===== src/rtl/i2c_pkg.sv =====
// Shared I2C slave definitions: FSM encodings, byte width and
// the ACK/NACK levels used by the receive front end and address unit.
package i2c_pkg;

  localparam int I2C_BYTE_BITS = 8;

  localparam logic I2C_ACK  = 1'b1;
  localparam logic I2C_NACK = 1'b0;

  typedef enum logic [2:0] {
    ST_IDLE      = 3'd0,
    ST_RX_BITS   = 3'd1,
    ST_ACK_SETUP = 3'd2,
    ST_ACK_DRIVE = 3'd3,
    ST_IGNORE    = 3'd4
  } state_t;

endpackage


===== src/rtl/i2c_line_sync.sv =====
// Raw I2C line synchroniser with edge strobes; define
// I2C_RX_GLITCH_FILTER_EN to add a FILTER_LEN-sample stability filter.
module i2c_line_sync #(
  parameter int SYNC_STAGES = 2,
  parameter int FILTER_LEN  = 3
) (
  input  logic clk,
  input  logic rst,
  input  logic line,
  output logic level,
  output logic rise,
  output logic fall
);

`ifdef I2C_RX_GLITCH_FILTER_EN
  localparam bit FILT_EN = 1'b1;
`else
  localparam bit FILT_EN = 1'b0;
`endif

  logic [SYNC_STAGES-1:0] sync_q;
  logic                   prev;

  // Idle bus level is high, so reset to 1 to avoid fake edges
  always_ff @(posedge clk) begin
    if (rst) sync_q <= '1;
    else     sync_q <= {sync_q[SYNC_STAGES-2:0], line};
  end

  if (FILT_EN && FILTER_LEN > 1) begin : g_filt
    logic [FILTER_LEN-2:0] hist;
    logic [FILTER_LEN-1:0] win;
    logic                  filt_q;

    assign win = {hist, sync_q[SYNC_STAGES-1]};

    always_ff @(posedge clk) begin
      if (rst) begin
        hist   <= '1;
        filt_q <= 1'b1;
      end else begin
        hist <= win[FILTER_LEN-2:0];
        if (&win)       filt_q <= 1'b1;
        else if (~|win) filt_q <= 1'b0;
      end
    end

    assign level = filt_q;
  end else begin : g_raw
    assign level = sync_q[SYNC_STAGES-1];
  end

  always_ff @(posedge clk) begin
    if (rst) prev <= 1'b1;
    else     prev <= level;
  end

  assign rise = level & ~prev;
  assign fall = ~level & prev;

endmodule


===== src/rtl/i2c_slave_byte_rx.sv =====
// I2C slave bus front end: START/STOP detect, byte shift-in, ACK drive.
// Optional SCL/SDA glitch filter enabled by I2C_RX_GLITCH_FILTER_EN.
module i2c_slave_byte_rx
  import i2c_pkg::*;
#(
  parameter int SYNC_STAGES = 2,
  parameter int FILTER_LEN  = 3
) (
  input  logic       Clk,
  input  logic       Rst,
  input  logic       SCL,
  input  logic       SDA,
  input  logic       Ack,
  output logic       SdaOe,
  output logic       Start,
  output logic       Stop,
  output logic       ByteValid,
  output logic [7:0] ByteData,
  output logic       FirstByte,
  output logic       BusBusy
);

  logic scl_s, scl_rise, scl_fall;
  logic sda_s, sda_rise, sda_fall;
  logic start_det, stop_det;

  state_t                   state;
  logic [3:0]               cnt;
  logic [I2C_BYTE_BITS-2:0] shift;
  logic                     first;

  i2c_line_sync #(
    .SYNC_STAGES(SYNC_STAGES),
    .FILTER_LEN (FILTER_LEN)
  ) u_scl (
    .clk  (Clk),
    .rst  (Rst),
    .line (SCL),
    .level(scl_s),
    .rise (scl_rise),
    .fall (scl_fall)
  );

  i2c_line_sync #(
    .SYNC_STAGES(SYNC_STAGES),
    .FILTER_LEN (FILTER_LEN)
  ) u_sda (
    .clk  (Clk),
    .rst  (Rst),
    .line (SDA),
    .level(sda_s),
    .rise (sda_rise),
    .fall (sda_fall)
  );

  // SCL high now and not just risen means it was high last cycle too
  assign start_det = sda_fall & scl_s & ~scl_rise;
  assign stop_det  = sda_rise & scl_s & ~scl_rise;

  always_ff @(posedge Clk) begin
    if (Rst) begin
      state     <= ST_IDLE;
      cnt       <= '0;
      shift     <= '0;
      first     <= 1'b0;
      SdaOe     <= 1'b0;
      Start     <= 1'b0;
      Stop      <= 1'b0;
      ByteValid <= 1'b0;
      ByteData  <= '0;
      FirstByte <= 1'b0;
      BusBusy   <= 1'b0;
    end else begin
      Start     <= 1'b0;
      Stop      <= 1'b0;
      ByteValid <= 1'b0;
      FirstByte <= 1'b0;
      if (start_det) begin
        Start   <= 1'b1;
        BusBusy <= 1'b1;
        SdaOe   <= 1'b0;
        cnt     <= '0;
        first   <= 1'b1;
        state   <= ST_RX_BITS;
      end else if (stop_det) begin
        Stop    <= 1'b1;
        BusBusy <= 1'b0;
        SdaOe   <= 1'b0;
        cnt     <= '0;
        state   <= ST_IDLE;
      end else begin
        unique case (state)
          ST_RX_BITS: begin
            if (scl_rise) begin
              shift <= {shift[I2C_BYTE_BITS-3:0], sda_s};
              if (cnt == 4'(I2C_BYTE_BITS - 1)) begin
                ByteData  <= {shift, sda_s};
                ByteValid <= 1'b1;
                FirstByte <= first;
                first     <= 1'b0;
                cnt       <= '0;
                state     <= ST_ACK_SETUP;
              end else begin
                cnt <= cnt + 4'd1;
              end
            end
          end
          ST_ACK_SETUP: begin
            if (scl_fall) begin
              if (Ack == I2C_ACK) begin
                SdaOe <= 1'b1;
                state <= ST_ACK_DRIVE;
              end else begin
                state <= ST_IGNORE;
              end
            end
          end
          ST_ACK_DRIVE: begin
            if (scl_fall) begin
              SdaOe <= 1'b0;
              state <= ST_RX_BITS;
            end
          end
          ST_IDLE, ST_IGNORE: ;
          default: state <= ST_IDLE;
        endcase
      end
    end
  end

endmodule


===== config.mk =====
export PLATFORM = sky130hd
export DESIGN_NAME = i2c_slave_byte_rx
export DESIGN_NICKNAME = d
export VERILOG_FILES = /design/src/rtl/i2c_pkg.sv /design/src/rtl/i2c_line_sync.sv /design/src/rtl/i2c_slave_byte_rx.sv
export SDC_FILE = /design/constraint.sdc
export NUM_CORES = 1
export LEC_CHECK = 0
export CORE_ASPECT_RATIO = 1.75
export CORE_MARGIN = 1.5
export CORE_UTILIZATION = 30
export CTS_BUF_LIST = sky130_fd_sc_hd__clkbuf_8 sky130_fd_sc_hd__clkbuf_16
export DETAILED_ROUTE_END_ITERATION = 10
export GPL_ROUTABILITY_DRIVEN = 0
export PLACE_DENSITY = 0.57
export SLEW_MARGIN = 40
export SYNTH_ARGS = -nofsm -noshare
export SYNTH_HDL_FRONTEND = slang
export SYNTH_SLANG_ARGS = --single-unit

===== constraint.sdc =====
create_clock -name Clk -period 1.65 [get_ports Clk]
set_input_delay 0.33 -clock Clk [delete_from_list [all_inputs] [get_ports Clk]]
set_output_delay 0.33 -clock Clk [all_outputs]
set_load 0.01 [all_outputs]

Yosys cells after proc, flatten, opt, wreduce, memory -nomap -nowiden
Cells that the tools add are included.
Storage, ports and cells
  register bits: 35
  output and inout port bits: 14
  word-level logic and storage cells: 92
Cells by class
  $add $sub $neg: 1
  equal/unequal tests: 16
  multiplexer cells: 23
  bitwise operators: 18
  reductions and logical operators: 18
Operators by type and width (number)
  != test 4 bit (second input constant): 4
  2-to-1 mux 1 bit: 15
  2-to-1 mux 3 bit: 5
  AND reduction 5 bit: 3
  != test 2 bit (second input constant): 6
  case mux 3 bit (4 select lines): 1
  AND reduction 4 bit: 3
  inverter 1 bit: 10
  nonzero test 2 bit: 5
  bitwise AND 1 bit: 8
  == test 3 x 2 -> 1 bit (second input constant): 2
  OR reduction 6 bit: 1
  OR reduction 5 bit: 1
  adder 4 x 1 -> 4 bit (second input constant): 1
  == test 4 x 3 -> 1 bit (second input constant): 1
  2-to-1 mux 4 bit: 1
  OR reduction 2 bit: 2
  == test 3 x 1 -> 1 bit (second input constant): 1
  == test 3 bit (second input constant): 1
  logical NOT 3 bit: 1
  != test 3 bit (second input constant): 1
  OR reduction 3 bit: 1
  case mux 1 bit (2 select lines): 1
  AND reduction 2 bit: 1

Logic depth before layout (Yosys ltp)
  depth after elaboration: 6
  gate-level depth with buffers: 6

Modules after synthesis
From an unflattened synthesis, not the netlist that was laid out.
Unflattened totals
  cell total of the unflattened synthesis: 149
  area total of the unflattened synthesis: 1338.8 µm²
By module, submodules not included
  i2c_slave_byte_rx: times used 1, cells an instance 133, area each 1153.6 µm², seq. area each 580.6 µm²
  i2c_line_sync: times used 2, cells an instance 8, area each 92.6 µm², seq. area each 60.1 µm²

Least setup slack after synthesis
OpenSTA, ideal clock, no wires.
  path type: reg-to-reg
  start: reg u_scl.prev
  end: reg cnt[3]
  arrival: 1.375 ns
  data required time: 1.583 ns
  setup slack: 0.208 ns
  stages on the path, launching flop included: 5
  period minus slack after synthesis: 1.442 ns
  cell sequence: dfxtp_1 and4bb_4 nand2_4 or4_4 a21oi_2
Between the ends
  word-level cells in the longest chain between the ends: 5
RTL lines
  start, declared: RTL line i2c_line_sync.sv:22  | logic prev;
  start signal, assigned: RTL line i2c_line_sync.sv:55  | else prev <= level;
  inverter 1 bit *: RTL line i2c_line_sync.sv:58  | assign rise = level & ~prev;
  bitwise AND 1 bit *: RTL line i2c_line_sync.sv:58
  inverter 1 bit (no line)
  bitwise AND 1 bit, on equally long branches: RTL line i2c_slave_byte_rx.sv:57, i2c_slave_byte_rx.sv:58
  OR reduction 3 bit (no line)
  end signal, assigned: RTL line i2c_slave_byte_rx.sv:104  | cnt <= cnt + 4'd1;
  end, declared: RTL line i2c_slave_byte_rx.sv:28  | logic [3:0] cnt;
Every way passes the cells marked *; elsewhere a longest branch is shown, timed or not.
A chain may end at the register's enable or synchronous reset.

Worst setup path in the final report
  start: reg u_scl.sync_q[1]
  end: reg cnt[3]
Between the ends
  word-level cells in the longest chain between the ends: 4
RTL lines
  start, declared: RTL line i2c_line_sync.sv:21  | logic [SYNC_STAGES-1:0] sync_q;
  start signal, assigned: RTL line i2c_line_sync.sv:27  | else sync_q <= {sync_q[SYNC_STAGES-2:0], line};
  bitwise AND 1 bit: RTL line i2c_line_sync.sv:58
  inverter 1 bit (no line)
  bitwise AND 1 bit, on equally long branches: RTL line i2c_slave_byte_rx.sv:57, i2c_slave_byte_rx.sv:58
  OR reduction 3 bit (no line)
Several ways; a longest one is shown, not always the timed one.

==> reports/results.tsv <==
metric	value	unit
CP startpoint	u_scl.sync_q[1]$_SDFF_PP1_	
Antenna diodes	0	
grt total ovfl	0	
vias per cell	4.67	
R2R depth	4	
Design Area, Final	0.00166	mm^2
DR DRC count	0	
register bit total from synthesis	35	
FFs w/ async S/R, synth	0	%
die area	0.00477	mm^2
Mapped Nets	136	
Post-DP HPWL	1820	um
relative slew slack	76.9	%
Clock transition at path regs	0.07	ns
clk_lat worst skew	0.28	ns
total power	1.55	mW
Yosys warning total	0	
worst min path class	flip-flop to flip-flop	
vias in the first global route	954	
synth top area cells	dfxtp_1, mux2i_1, nor2_1	
I/O pin total	19	
Port-buffer cells	18	
final std cells w/o fill	204	
maximum vdd drop	0.000528	V
Final Hold Viols	0	
Final setup viols	0	
initial antenna violation count	0	
power per cell area	933	mW/mm^2
RSZ-0062 raised after global routing	no	
first-pass GRT wire length	4400	um
largest net degree at the start of global routing	21	
hold path endpoint	u_scl.sync_q[1]$_SDFF_PP1_	
R2R Path End	cnt[3]$_SDFFE_PP0P_	
number of synthesized flops with an enable pin	0	
Synth Flop Type	dfxtp_1	
register area share after synthesis	53.7	%
Leak	0.624	nW
Initial DRC Count	14	
fin crit share	93.7	%
Post-Syn Area	0.00131	mm^2
r2r setup slk	0.10	ns
Syn Area/Cell	10.0	um^2
number of CTS-inserted buffers	5	
Post-Syn Instances	130	
clk buf depth	2	
DRT antenna net count	0	
die height	90.3	um
via count	953	
Area Growth Syn to Fin	27.3	%
Core Box Area	0.00415	mm^2
wire per inst	12.2	um
Die X	52.9	um
Tightest Pin Transition	0.347	ns
worst hold path depth	1	
Final Critical Period	1.55	ns
Post-Place Cells	197	
Clk Tree Root Cell	clkbuf_8	
DRT Pass-1 Iters	4	
Slew Limit Fails	0	
Startpoint Class	flip-flop	
htree depth	2	
post-CTS setup buffer count	0	
Post-Route WL	2500	um
share of the synthesized area in the top cell type	53.7	%
critical path arrival	1.77	ns
starting density of the core	31.4	%
status	completed	
layout cells sized above 1	15.5	%
num rows	31	
skew final	0.00402	ns
CP required	1.87	ns
Yosys top cell by area	dfxtp_1	
CP max FO	8	
endpoint type of the worst setup path	flip-flop	
fin nets	161	
placed cell area	0.00157	mm^2
Setup TNS Final	0	ns
Achievable Freq	647	MHz
hold_sp	u_scl.sync_q[0]$_SDFF_PP1_	
Synth cell types	32	
CTS sink count	35	
gr usage total	12.6	%
worst r2r src	u_scl.sync_q[1]$_SDFF_PP1_	
total of max-cap violations	0	
CP Class	flip-flop to flip-flop	
CTS tree	built	
[cells in the final DEF (no fill, tap or decap), types with 3 or more instances in the layout]
cell type / count
dfxtp_1: 35
clkdlybuf4s50_1: 18
nand2b_1: 3
nand2_1: 4
nand3_1: 4
nor2_1: 28
clkbuf_8: 6
mux2i_1: 15
a21oi_1: 5
buf_4: 3
or2_2: 6
[stage by stage]
step           hold WS, ns  utilization (%)  setup WS [ns]
2_1_floorplan        0.389                -          0.208
6_report             0.415             40.0          0.104
5_1_grt              0.451             40.0         0.0531
3_3_place_gp         0.394             37.8          0.103
3_5_place_dp         0.397             37.8         0.0637
4_1_cts              0.417             39.9          0.100
[registers in the layout, indices dropped and copies added, names as in the netlist]
| register | cells |
|---|---|
| state | 3 |
| shift | 7 |
| Start | 1 |
| ByteData | 8 |
| u_scl.sync_q | 2 |
| Stop | 1 |
| BusBusy | 1 |
| u_sda.prev | 1 |
| first | 1 |
| SdaOe | 1 |
| FirstByte | 1 |
| u_sda.sync_q | 2 |
| ByteValid | 1 |
| cnt | 4 |
| u_scl.prev | 1 |
[layer usage]
metal	GRT usage [%]	part of all wire, %	vias up	wire length (um)
met5	0	0	-	0
met4	7.69	2.9	0	72
met3	3.48	2.5	6	62
met2	20.2	53	12	1320
met1	14.3	42	444	1040
li1	-	-	491	-
[report_power, final]
group | total [mW] | internal, mW | switching, mW | leakage [nW]
Sequential | 0.864 | 0.856 | 0.00767 | 0.283
Combinational | 0.0666 | 0.0340 | 0.0326 | 0.293
Clock | 0.620 | 0.327 | 0.293 | 0.0470
[final cells by class]
class | instances | area, um^2
multi-input cells | 89 | 582
clock inverters | 1 | 5.00
clock buffers | 6 | 82.6
inverters | 2 | 7.51
well taps | 49 | 61.3
flip-flops and latches | 35 | 701
fillers | 415 | 2490
repair buffers | 22 | 223
[critical path: stages (launching register included)]
cell	delay (ns)
dfxtp_1	0.43
and4bb_4	0.31
nand2_4	0.10
or4_4	0.50
a21oi_2	0.13
[cells in the mapped netlist (2+ instances only)]
master and n:
a211oi_1 2, a21oi_1 5, clkbuf_1 3, dfxtp_1 35
inv_1 2, mux2i_1 15, nand2_1 4, nand2b_1 3
nand3_1 4, nor2_1 28, o21ai_0 2, or2_2 6
xor2_1 2
[cells by family after synthesis]
family | after synthesis | share of synthesized area, %
compound gates | 14 | 7.00
xor+xnor | 2 | 1.34
fa+ha+maj | 1 | 0.959
buf+inv | 6 | 2.01
flops | 35 | 53.7
mux | 15 | 11.5
simple gates | 57 | 23.5
[worst max path at each step]
stage	slack [ns]	endpoint
2_1_floorplan	0.21	cnt[3]$_SDFFE_PP0P_
3_3_place_gp	0.10	SdaOe$_SDFFE_PP0P_
3_5_place_dp	0.06	SdaOe$_SDFFE_PP0P_
4_1_cts	0.1	cnt[3]$_SDFFE_PP0P_
5_1_grt	0.05	cnt[3]$_SDFFE_PP0P_
6_report	0.10	cnt[3]$_SDFFE_PP0P_
[what timing repair did]
item	CTS	global route
resized for setup	0	1
setup endpoints to repair	0	1
hold buffers	0	0
No activity file was read; power rests on OpenSTA's default activity.
